==> src/rtl/executor_acao_if.sv <==
// Command/status bundle between the pipe robot controller and its action executor.
interface executor_acao_if #(
    parameter int LINHAS  = 16,
    parameter int COLUNAS = 16
);
    logic [0:2]                   acao;
    logic [$clog2(LINHAS)-1:0]    linha;
    logic [$clog2(COLUNAS)-1:0]   coluna;
    logic                         ocupado;
    logic                         concluido;
    logic                         limpando;
    logic                         erro_borda;
    logic                         erro_cmd;
    logic [7:0]                   num_limpezas;

    modport master (
        output acao,
        input  linha, coluna, ocupado, concluido, limpando,
               erro_borda, erro_cmd, num_limpezas
    );

    modport slave (
        input  acao,
        output linha, coluna, ocupado, concluido, limpando,
               erro_borda, erro_cmd, num_limpezas
    );
endinterface

==> src/rtl/executor_acao.sv <==
// Action executor: turns acao commands into timed grid moves or cleanings,
// tracks row/column position and reports busy/done/error status.
module executor_acao #(
    parameter int LINHAS         = 16,
    parameter int COLUNAS        = 16,
    parameter int LIN_INI        = 0,
    parameter int COL_INI        = 0,
    parameter int PASSO_CICLOS   = 4,
    parameter int LIMPEZA_CICLOS = 8
) (
    input  logic             clockc3,
    input  logic             reset,
    executor_acao_if.slave   bus
);
    localparam int LW   = $clog2(LINHAS);
    localparam int CLW  = $clog2(COLUNAS);
    localparam int MAXC = (PASSO_CICLOS > LIMPEZA_CICLOS) ? PASSO_CICLOS : LIMPEZA_CICLOS;
    localparam int CW   = $clog2(MAXC + 1);

    localparam logic [1:0] OCIOSO   = 2'd0;
    localparam logic [1:0] MOVENDO  = 2'd1;
    localparam logic [1:0] LIMPANDO = 2'd2;

    localparam logic [2:0] PARADO = 3'b000;
    localparam logic [2:0] ACAO_N = 3'b001;
    localparam logic [2:0] ACAO_O = 3'b010;
    localparam logic [2:0] ACAO_L = 3'b011;
    localparam logic [2:0] ACAO_S = 3'b100;
    localparam logic [2:0] LIMPAR = 3'b101;

    logic [1:0]     estado;
    logic [CW-1:0]  contador;
    logic [2:0]     direcao;
    logic [2:0]     cmd;
    logic           fora;
    logic [LW-1:0]  linha;
    logic [CLW-1:0] coluna;

    // acao is declared [0:2]; this keeps the numeric value of the code.
    assign cmd = bus.acao;

    always_comb begin
        fora = 1'b0;
        case (cmd)
            ACAO_N:  fora = (linha == '0);
            ACAO_S:  fora = (linha == LW'(LINHAS - 1));
            ACAO_O:  fora = (coluna == '0);
            ACAO_L:  fora = (coluna == CLW'(COLUNAS - 1));
            default: fora = 1'b0;
        endcase
    end

    // NOTE: state registers use non-blocking assignments so every register
    // samples pre-edge values; blocking here would create ordering races.
    always_ff @(posedge clockc3 or negedge reset) begin
        if (!reset) begin
            estado           <= OCIOSO;
            contador         <= '0;
            direcao          <= PARADO;
            linha            <= LW'(LIN_INI);
            coluna           <= CLW'(COL_INI);
            bus.ocupado      <= 1'b0;
            bus.concluido    <= 1'b0;
            bus.limpando     <= 1'b0;
            bus.erro_borda   <= 1'b0;
            bus.erro_cmd     <= 1'b0;
            bus.num_limpezas <= 8'd0;
        end else begin
            bus.concluido  <= 1'b0;
            bus.erro_borda <= 1'b0;
            bus.erro_cmd   <= 1'b0;
            case (estado)
                OCIOSO: begin
                    case (cmd)
                        PARADO: ;
                        ACAO_N, ACAO_O, ACAO_L, ACAO_S: begin
                            if (fora) begin
                                bus.erro_borda <= 1'b1;
                            end else begin
                                direcao     <= cmd;
                                contador    <= CW'(PASSO_CICLOS - 1);
                                estado      <= MOVENDO;
                                bus.ocupado <= 1'b1;
                            end
                        end
                        LIMPAR: begin
                            contador     <= CW'(LIMPEZA_CICLOS - 1);
                            estado       <= LIMPANDO;
                            bus.ocupado  <= 1'b1;
                            bus.limpando <= 1'b1;
                        end
                        default: bus.erro_cmd <= 1'b1;
                    endcase
                end
                MOVENDO: begin
                    if (contador != '0) begin
                        contador <= contador - CW'(1);
                    end else begin
                        // Target was range-checked on accept, so no wrap is possible.
                        case (direcao)
                            ACAO_N:  linha  <= linha - LW'(1);
                            ACAO_S:  linha  <= linha + LW'(1);
                            ACAO_O:  coluna <= coluna - CLW'(1);
                            ACAO_L:  coluna <= coluna + CLW'(1);
                            default: ;
                        endcase
                        bus.concluido <= 1'b1;
                        bus.ocupado   <= 1'b0;
                        estado        <= OCIOSO;
                    end
                end
                LIMPANDO: begin
                    if (contador != '0) begin
                        contador <= contador - CW'(1);
                    end else begin
                        if (bus.num_limpezas != 8'hFF)
                            bus.num_limpezas <= bus.num_limpezas + 8'd1;
                        bus.concluido <= 1'b1;
                        bus.ocupado   <= 1'b0;
                        bus.limpando  <= 1'b0;
                        estado        <= OCIOSO;
                    end
                end
                default: estado <= OCIOSO;
            endcase
        end
    end

    assign bus.linha  = linha;
    assign bus.coluna = coluna;
endmodule

==> src/flat_wrapper.sv <==
// flat-port wrapper written by rule: the top's interface ports become plain ports
module executor_acao_flat 
#(
    parameter int LINHAS         = 16,
    parameter int COLUNAS        = 16,
    parameter int LIN_INI        = 0,
    parameter int COL_INI        = 0,
    parameter int PASSO_CICLOS   = 4,
    parameter int LIMPEZA_CICLOS = 8
)
  (clockc3, reset, bus_acao, bus_linha, bus_coluna, bus_ocupado, bus_concluido, bus_limpando, bus_erro_borda, bus_erro_cmd, bus_num_limpezas);
  executor_acao_if #(.LINHAS(LINHAS), .COLUNAS(COLUNAS)) bus_i ();
  input  logic clockc3;
  input  logic reset;
  input wire logic [$bits(bus_i.acao)-1:0] bus_acao;
  output wire logic [$bits(bus_i.linha)-1:0] bus_linha;
  output wire logic [$bits(bus_i.coluna)-1:0] bus_coluna;
  output wire logic [$bits(bus_i.ocupado)-1:0] bus_ocupado;
  output wire logic [$bits(bus_i.concluido)-1:0] bus_concluido;
  output wire logic [$bits(bus_i.limpando)-1:0] bus_limpando;
  output wire logic [$bits(bus_i.erro_borda)-1:0] bus_erro_borda;
  output wire logic [$bits(bus_i.erro_cmd)-1:0] bus_erro_cmd;
  output wire logic [$bits(bus_i.num_limpezas)-1:0] bus_num_limpezas;
  assign bus_i.acao = bus_acao;
  assign bus_linha = bus_i.linha;
  assign bus_coluna = bus_i.coluna;
  assign bus_ocupado = bus_i.ocupado;
  assign bus_concluido = bus_i.concluido;
  assign bus_limpando = bus_i.limpando;
  assign bus_erro_borda = bus_i.erro_borda;
  assign bus_erro_cmd = bus_i.erro_cmd;
  assign bus_num_limpezas = bus_i.num_limpezas;
  executor_acao #(.LINHAS(LINHAS), .COLUNAS(COLUNAS), .LIN_INI(LIN_INI), .COL_INI(COL_INI), .PASSO_CICLOS(PASSO_CICLOS), .LIMPEZA_CICLOS(LIMPEZA_CICLOS)) u_core (.clockc3(clockc3), .reset(reset), .bus(bus_i));
endmodule
==> config.mk <==
export PLATFORM = sky130hd
export DESIGN_NAME = executor_acao_flat
export DESIGN_NICKNAME = d
export VERILOG_FILES = /design/src/rtl/executor_acao_if.sv /design/src/rtl/executor_acao.sv /design/src/flat_wrapper.sv
export SDC_FILE = /design/constraint.sdc
export NUM_CORES = 1
export LEC_CHECK = 0
export ABC_CLOCK_PERIOD_IN_PS = 2200
export BUFFER_PORTS_ARGS = -buffer_cell sky130_fd_sc_hd__buf_2
export CAP_MARGIN = 15
export CORE_ASPECT_RATIO = 0.75
export CORE_MARGIN = 2
export CORE_UTILIZATION = 50
export DETAILED_ROUTE_END_ITERATION = 7
export HOLD_SLACK_MARGIN = 0.03
export PLACE_DENSITY = 0.75
export SKIP_LAST_GASP = 1
export SLEW_MARGIN = 20
export SYNTH_ARGS = -nofsm -noshare
export SYNTH_HDL_FRONTEND = slang
export SYNTH_SLANG_ARGS = --single-unit
==> constraint.sdc <==
create_clock -name clockc3 -period 2.2 [get_ports clockc3]
set_clock_uncertainty 0.1 [all_clocks]
set_input_delay 0.11 -clock clockc3 [delete_from_list [all_inputs] [get_ports clockc3]]
set_output_delay 0.11 -clock clockc3 [all_outputs]
set_load 0.005 [all_outputs]
After elaboration in Yosys (flattened, before gate mapping)
Index checks and enable logic that the tools add are counted.

Flip-flop bits (word level): 30. Latch bits: 0. Bits in writable memories: 0. Bits in read-only memories: 0. Word-level logic and storage cells: 83. Memories kept: 0.

$add $sub $neg: 6. Multipliers: 0. Divide/modulo/power cells: 0. $lt $le $gt $ge: 0. Equal/unequal tests: 20. Shift operators: 0. Multiplexer cells: 24. Bitwise operators: 2. Reductions and logical operators: 20.

Operators by type and width (count): $pmux 4 s2 (4); $reduce_and 3->1 (6); $eq 3x2->1 const B (4); $sub 4x1->4 const B (3); $mux 1 (10); $eq 3x3->1 const B (3); $add 4x1->4 const B (2); $add 8x1->8 const B (1); $eq 4x4->1 const B (2); $logic_not 4->1 (2); $mux 4 (2); $ne 8x8->1 const B (1); $pmux 2 s2 (2); $reduce_and 4->1 (2); $reduce_bool 2->1 (4); $eq 3x1->1 const B (2); $ne 2x2->1 const B (3); $ne 3x3->1 const B (2); $pmux 1 s2 (3); $reduce_or 6->1 (1); $mux 2 (2); $pmux 1 s4 (1); $reduce_bool 4->1 (1); $reduce_or 4->1 (1); 7 further kinds (8).

Longest topological paths before layout
Word-level depth: 5. Gate-level depth with buffers: 8. Mapped depth without buffers: 8.

Worst setup path before layout
No wires, ideal clock.

Kind: reg2reg. From: register u_core.contador[0]. To: register u_core.linha[1], in the netlist u_core.bus.linha[1]. Arrival: 1.838 ns. Required time: 1.975 ns. Slack: 0.137 ns. Cell stages (with the launch flop): 7. Buffers on the path: 0. Clock period less this slack: 2.063 ns. Path through: dfrtp_1 inv_1 ha_1 nor3b_1 nand2_1 nor3_1 mux2_2.

Longest elaborated chain between the ends: 3.

Ends and longest elaborated chain: start, declared (RTL line executor_acao.sv:32) `logic [CW-1:0] contador;`; start signal, assigned (RTL line executor_acao.sv:81) `contador <= CW'(PASSO_CICLOS - 1);`; start signal, assigned (RTL line executor_acao.sv:87) `contador <= CW'(LIMPEZA_CICLOS - 1);`; start signal, assigned (RTL line executor_acao.sv:97) `contador <= contador - CW'(1);`; $reduce_bool 4->1 (RTL line executor_acao.sv:96) `if (contador != '0) begin`; $not 1->1 (no source line); $reduce_and 3->1 (no source line); end signal, assigned (RTL line executor_acao.sv:60) `linha <= LW'(LIN_INI);`; end signal, assigned (RTL line executor_acao.sv:101) `ACAO_N: linha <= linha - LW'(1);`; end signal, assigned (RTL line executor_acao.sv:102) `ACAO_S: linha <= linha + LW'(1);`; end, declared (RTL line executor_acao.sv:36) `logic [LW-1:0] linha;`.

Every way passes these cells. A chain may end at the register's enable or synchronous reset.

Worst setup path in the final report
From: register u_core.direcao[2]. To: register u_core.linha[3], in the netlist u_core.bus.linha[3].

Longest elaborated chain between the ends: 3. Elaborated cells between the ends (all ways): 5.

Ends and longest elaborated chain: start, declared (RTL line executor_acao.sv:33) `logic [2:0] direcao;`; start signal, assigned (RTL line executor_acao.sv:80) `direcao <= cmd;`; $eq 3x1->1 / $eq 3x3->1 (equally long branches) (RTL line executor_acao.sv:100) `case (direcao)`; $reduce_bool 2->1 (no source line); $reduce_and 3->1 (no source line).

Several ways; a longest one is shown, not always the timed one.

==> impl_metrics.toml <==
[run_status]
status = "finished clean"

[final_layout]
drive_gt1_share_pct = 26.9
postLayoutCoreUtil_pct = 61.5
syn2layout_area_growth_pct = 20.1
nNetsFinal = 213
n_antenna_cell = 0

[detailed_routing]
dr.pass1.iters = 4
wl_mm = 3.20
ant_nets = 0
drt-initial-drc-count = 24
post_drt_via_cell_ratio = 5.41
vias = 1282
drc = 0
wl_per_cell_um = 13.5

[global_route]
grt_pass1_wl_mm = 5.34
grt_start_max_net_pins = 31
grtUsageTotal_pct = 18.5
antenna_found_initial = 0
first_global_vias = 1207
grt_overflow = 0

[yosys]
synth_fp_nets = 174
ys_ff_latch = 30
ys_seq_area_share_pct = 45.2
avgSynthCellArea_um2 = 10.6
synthCells = 157
syn-cell-area_um2 = 1660
yosysUniqueCellTypes = 38
yosysWarningCount = 0

[clock_tree]
cts.clk_slew.worst_paths_ns = 0.07
clock_latency_ns = 0.28
cts_max_level = 2
cts_buffers = 5
cts.sinks = 30
cts-root-buf = "clkbuf_8"
cts_tree = "built"
cts_max_path_buffers = 2

[pwr]
p_leak_nw = 1.01
vdd_drop_max_mv = 0.737
cellPowerDensity_nw_per_um2 = 1080
total_power_mw = 2.16

[floorplanning]
rows = 18
die_area_um2 = 3800
core_area_um2 = 3240
ios = 26
chipWidth_um = 70.5
die_y_um = 53.9
initial_core_util_pct = 51.2

[run]
cap_violations = 0

[critical_path]
crit_chain = "inv_1, or3_4, ha_1, a21o_1, a21o_1, o21ai_0, o211ai_1, xnor2_1"
cp-end-kind = "flop"
critical_path_class = "flop to flop"
arrival_ns = 2.16
ff2ff_setup_slack_ns = 0.10
cpPeakStageDelay_ns = 0.42
slowest_stage = "or3_4"
cp-start-kind = "flop"
path_common_cell = "a21o_1"
cp_max_fo = 4
required_ns = 2.26

[place]
hpwl_mm = 2.40
io_buffers = 25
gp_congestion = 0.815

[timing]
worstMarginPinSlew_ns = 0.677
fin_crit_sh_pct = 95.4
finalMaxSlewViolations = 0
setup_violations = 0
max_slew_margin_pct = 54.9
finalCriticalPeriod_ns = 2.10
fmax_ghz = 0.477
hold_viol = 0

[min_path]
hold_class = "primary input to flop"
-- flip-flops by register name, summed over array words and instances, names as in the netlist --
register and count:
u_core.bus.num_limpezas 8, u_core.bus.coluna 4, u_core.bus.linha 4, u_core.contador 4, u_core.direcao 3, u_core.estado 2
u_core.bus.concluido 1, u_core.bus.erro_borda 1, u_core.bus.erro_cmd 1, u_core.bus.limpando 1, u_core.bus.ocupado 1
-- stage by stage --
step           instances  worst slack (ns)  cell area [µm²]  hold WS (ns)  setup TNS [ns]
3_5_place_dp         227            0.0763             1880        0.0875               0
6_report             237             0.102             1990        0.0689               0
3_3_place_gp         227             0.154             1880        0.0844               0
4_1_cts              236            0.0581             1980        0.0629               0
2_1_floorplan        157             0.137             1660        -0.286               0
5_1_grt              237           -0.0397             1990        0.0658         -0.0397
-- layout make-up --
class	instances	area, µm²
clock buffer	6	82.6
clock inverter	2	12.5
fill	274	1250
inverter	5	18.8
multi-input combinational	120	885
sequential	30	751
tap	40	50.0
timing repair buffer	34	195
-- worst max-delay path, delay by kind of cell (launching register included) --
kind                     cells  cell delay [ns]
AND/OR/NAND/NOR              1             0.42
buffers and inverters        1             0.09
AO/OA/AOI/OAI                4             0.55
flip-flops                   1             0.38
XOR/XNOR                     1             0.15
adder cells (fa/ha/maj)      1             0.29
-- layout by cell type, fill, tap and decap left out, types with 2 or more instances in the layout --
cell and count:
dfrtp_1 30, buf_2 25, nand2_1 17, xnor2_1 11, ha_1 10, nor2_1 9
buf_4 8, nand3_1 7, o21ai_0 7, clkbuf_8 6, inv_1 5, and3_1 4
nand4_1 4, mux2_2 4, a21o_1 4, xor2_1 4, a31oi_1 3, nor3_1 3
a21oi_1 3, nor2b_1 2, or4_1 2, nor3_2 2, or3_1 2, or2_2 2
o22a_1 2, a22o_1 2, mux2i_1 2, fa_1 2
-- repair_timing --
| action | in CTS | in global routing |
|---|---|---|
| resized for setup | 0 | 1 |
| endpoints found under the setup margin | 0 | 1 |
| buffers inserted | 0 | 1 |
| hold buffers | 1 | 0 |
| hold endpoints to repair | 30 | 0 |
-- logic make-up after synthesis --
family / count (synthesis) / synth area share [%]
AO/OA/AOI/OAI: 27 / 11.9
flip-flops: 30 / 45.2
buffers and inverters: 7 / 1.81
adder cells (fa/ha/maj): 12 / 9.95
AND/OR/NAND/NOR: 59 / 18.4
XOR/XNOR: 15 / 7.91
multiplexers: 7 / 4.82
-- per-layer routing --
metal  GRT usage [%]  wire, µm  up-vias
li1                -         -      636
met1            24.0      1600      617
met2            30.5      1450       24
met3            5.24       122        5
met4            6.60        31        0
met5               0         0        -
-- power by group --
part	switching [mW]	internal, mW	total, mW
Combinational	0.445	0.450	0.895
Clock	0.207	0.251	0.458
Sequential	0.129	0.680	0.808
Total	0.781	1.38	2.16
-- final timing paths --
kind	end	cells after the start	from
worst max-delay path	u_core.bus.linha[3]	8	u_core.direcao[2]
worst min-delay path	u_core.direcao[0]	2	bus_acao[0]
worst max register to register	u_core.bus.linha[3]	8	u_core.direcao[2]
worst min register to register	u_core.bus.num_limpezas[6]	1	u_core.bus.num_limpezas[6]
max in group asynchronous	u_core.estado[0]	2	reset
min in group asynchronous	u_core.bus.ocupado	2	reset
-- synthesized netlist by cell type --
library cell	number	area, µm²
dfrtp_1	30	751
nand2_1	17	63.8
xnor2_1	11	96.3
ha_1	10	125
nor2_1	9	33.8
nand3_1	7	35.0
o21ai_0	7	35.0
inv_1	5	18.8
a21o_1	4	30.0
and3_1	4	25.0
mux2_2	4	45.0
nand4_1	4	25.0
xor2_1	4	35.0
a21oi_1	3	15.0
a31oi_1	3	18.8
nor3_1	3	15.0
or3_1	3	18.8
a22o_1	2	17.5
fa_1	2	40.0
mux2i_1	2	20.0
nor2b_1	2	12.5
nor3_2	2	20.0
o22a_1	2	17.5
or2_2	2	12.5
or4_1	2	15.0
a21oi_4	1	16.3
a221oi_1	1	8.76
a221oi_2	1	15.0
and2_1	1	6.26
and4_1	1	8.76
buf_4	1	7.51
clkbuf_1	1	3.75
mux2_4	1	15.0
nand2b_1	1	6.26
nor3b_1	1	7.51
o211ai_1	1	7.51
o2bb2ai_1	1	8.76
o31ai_1	1	7.51
(Power assumes the default switching activity.)
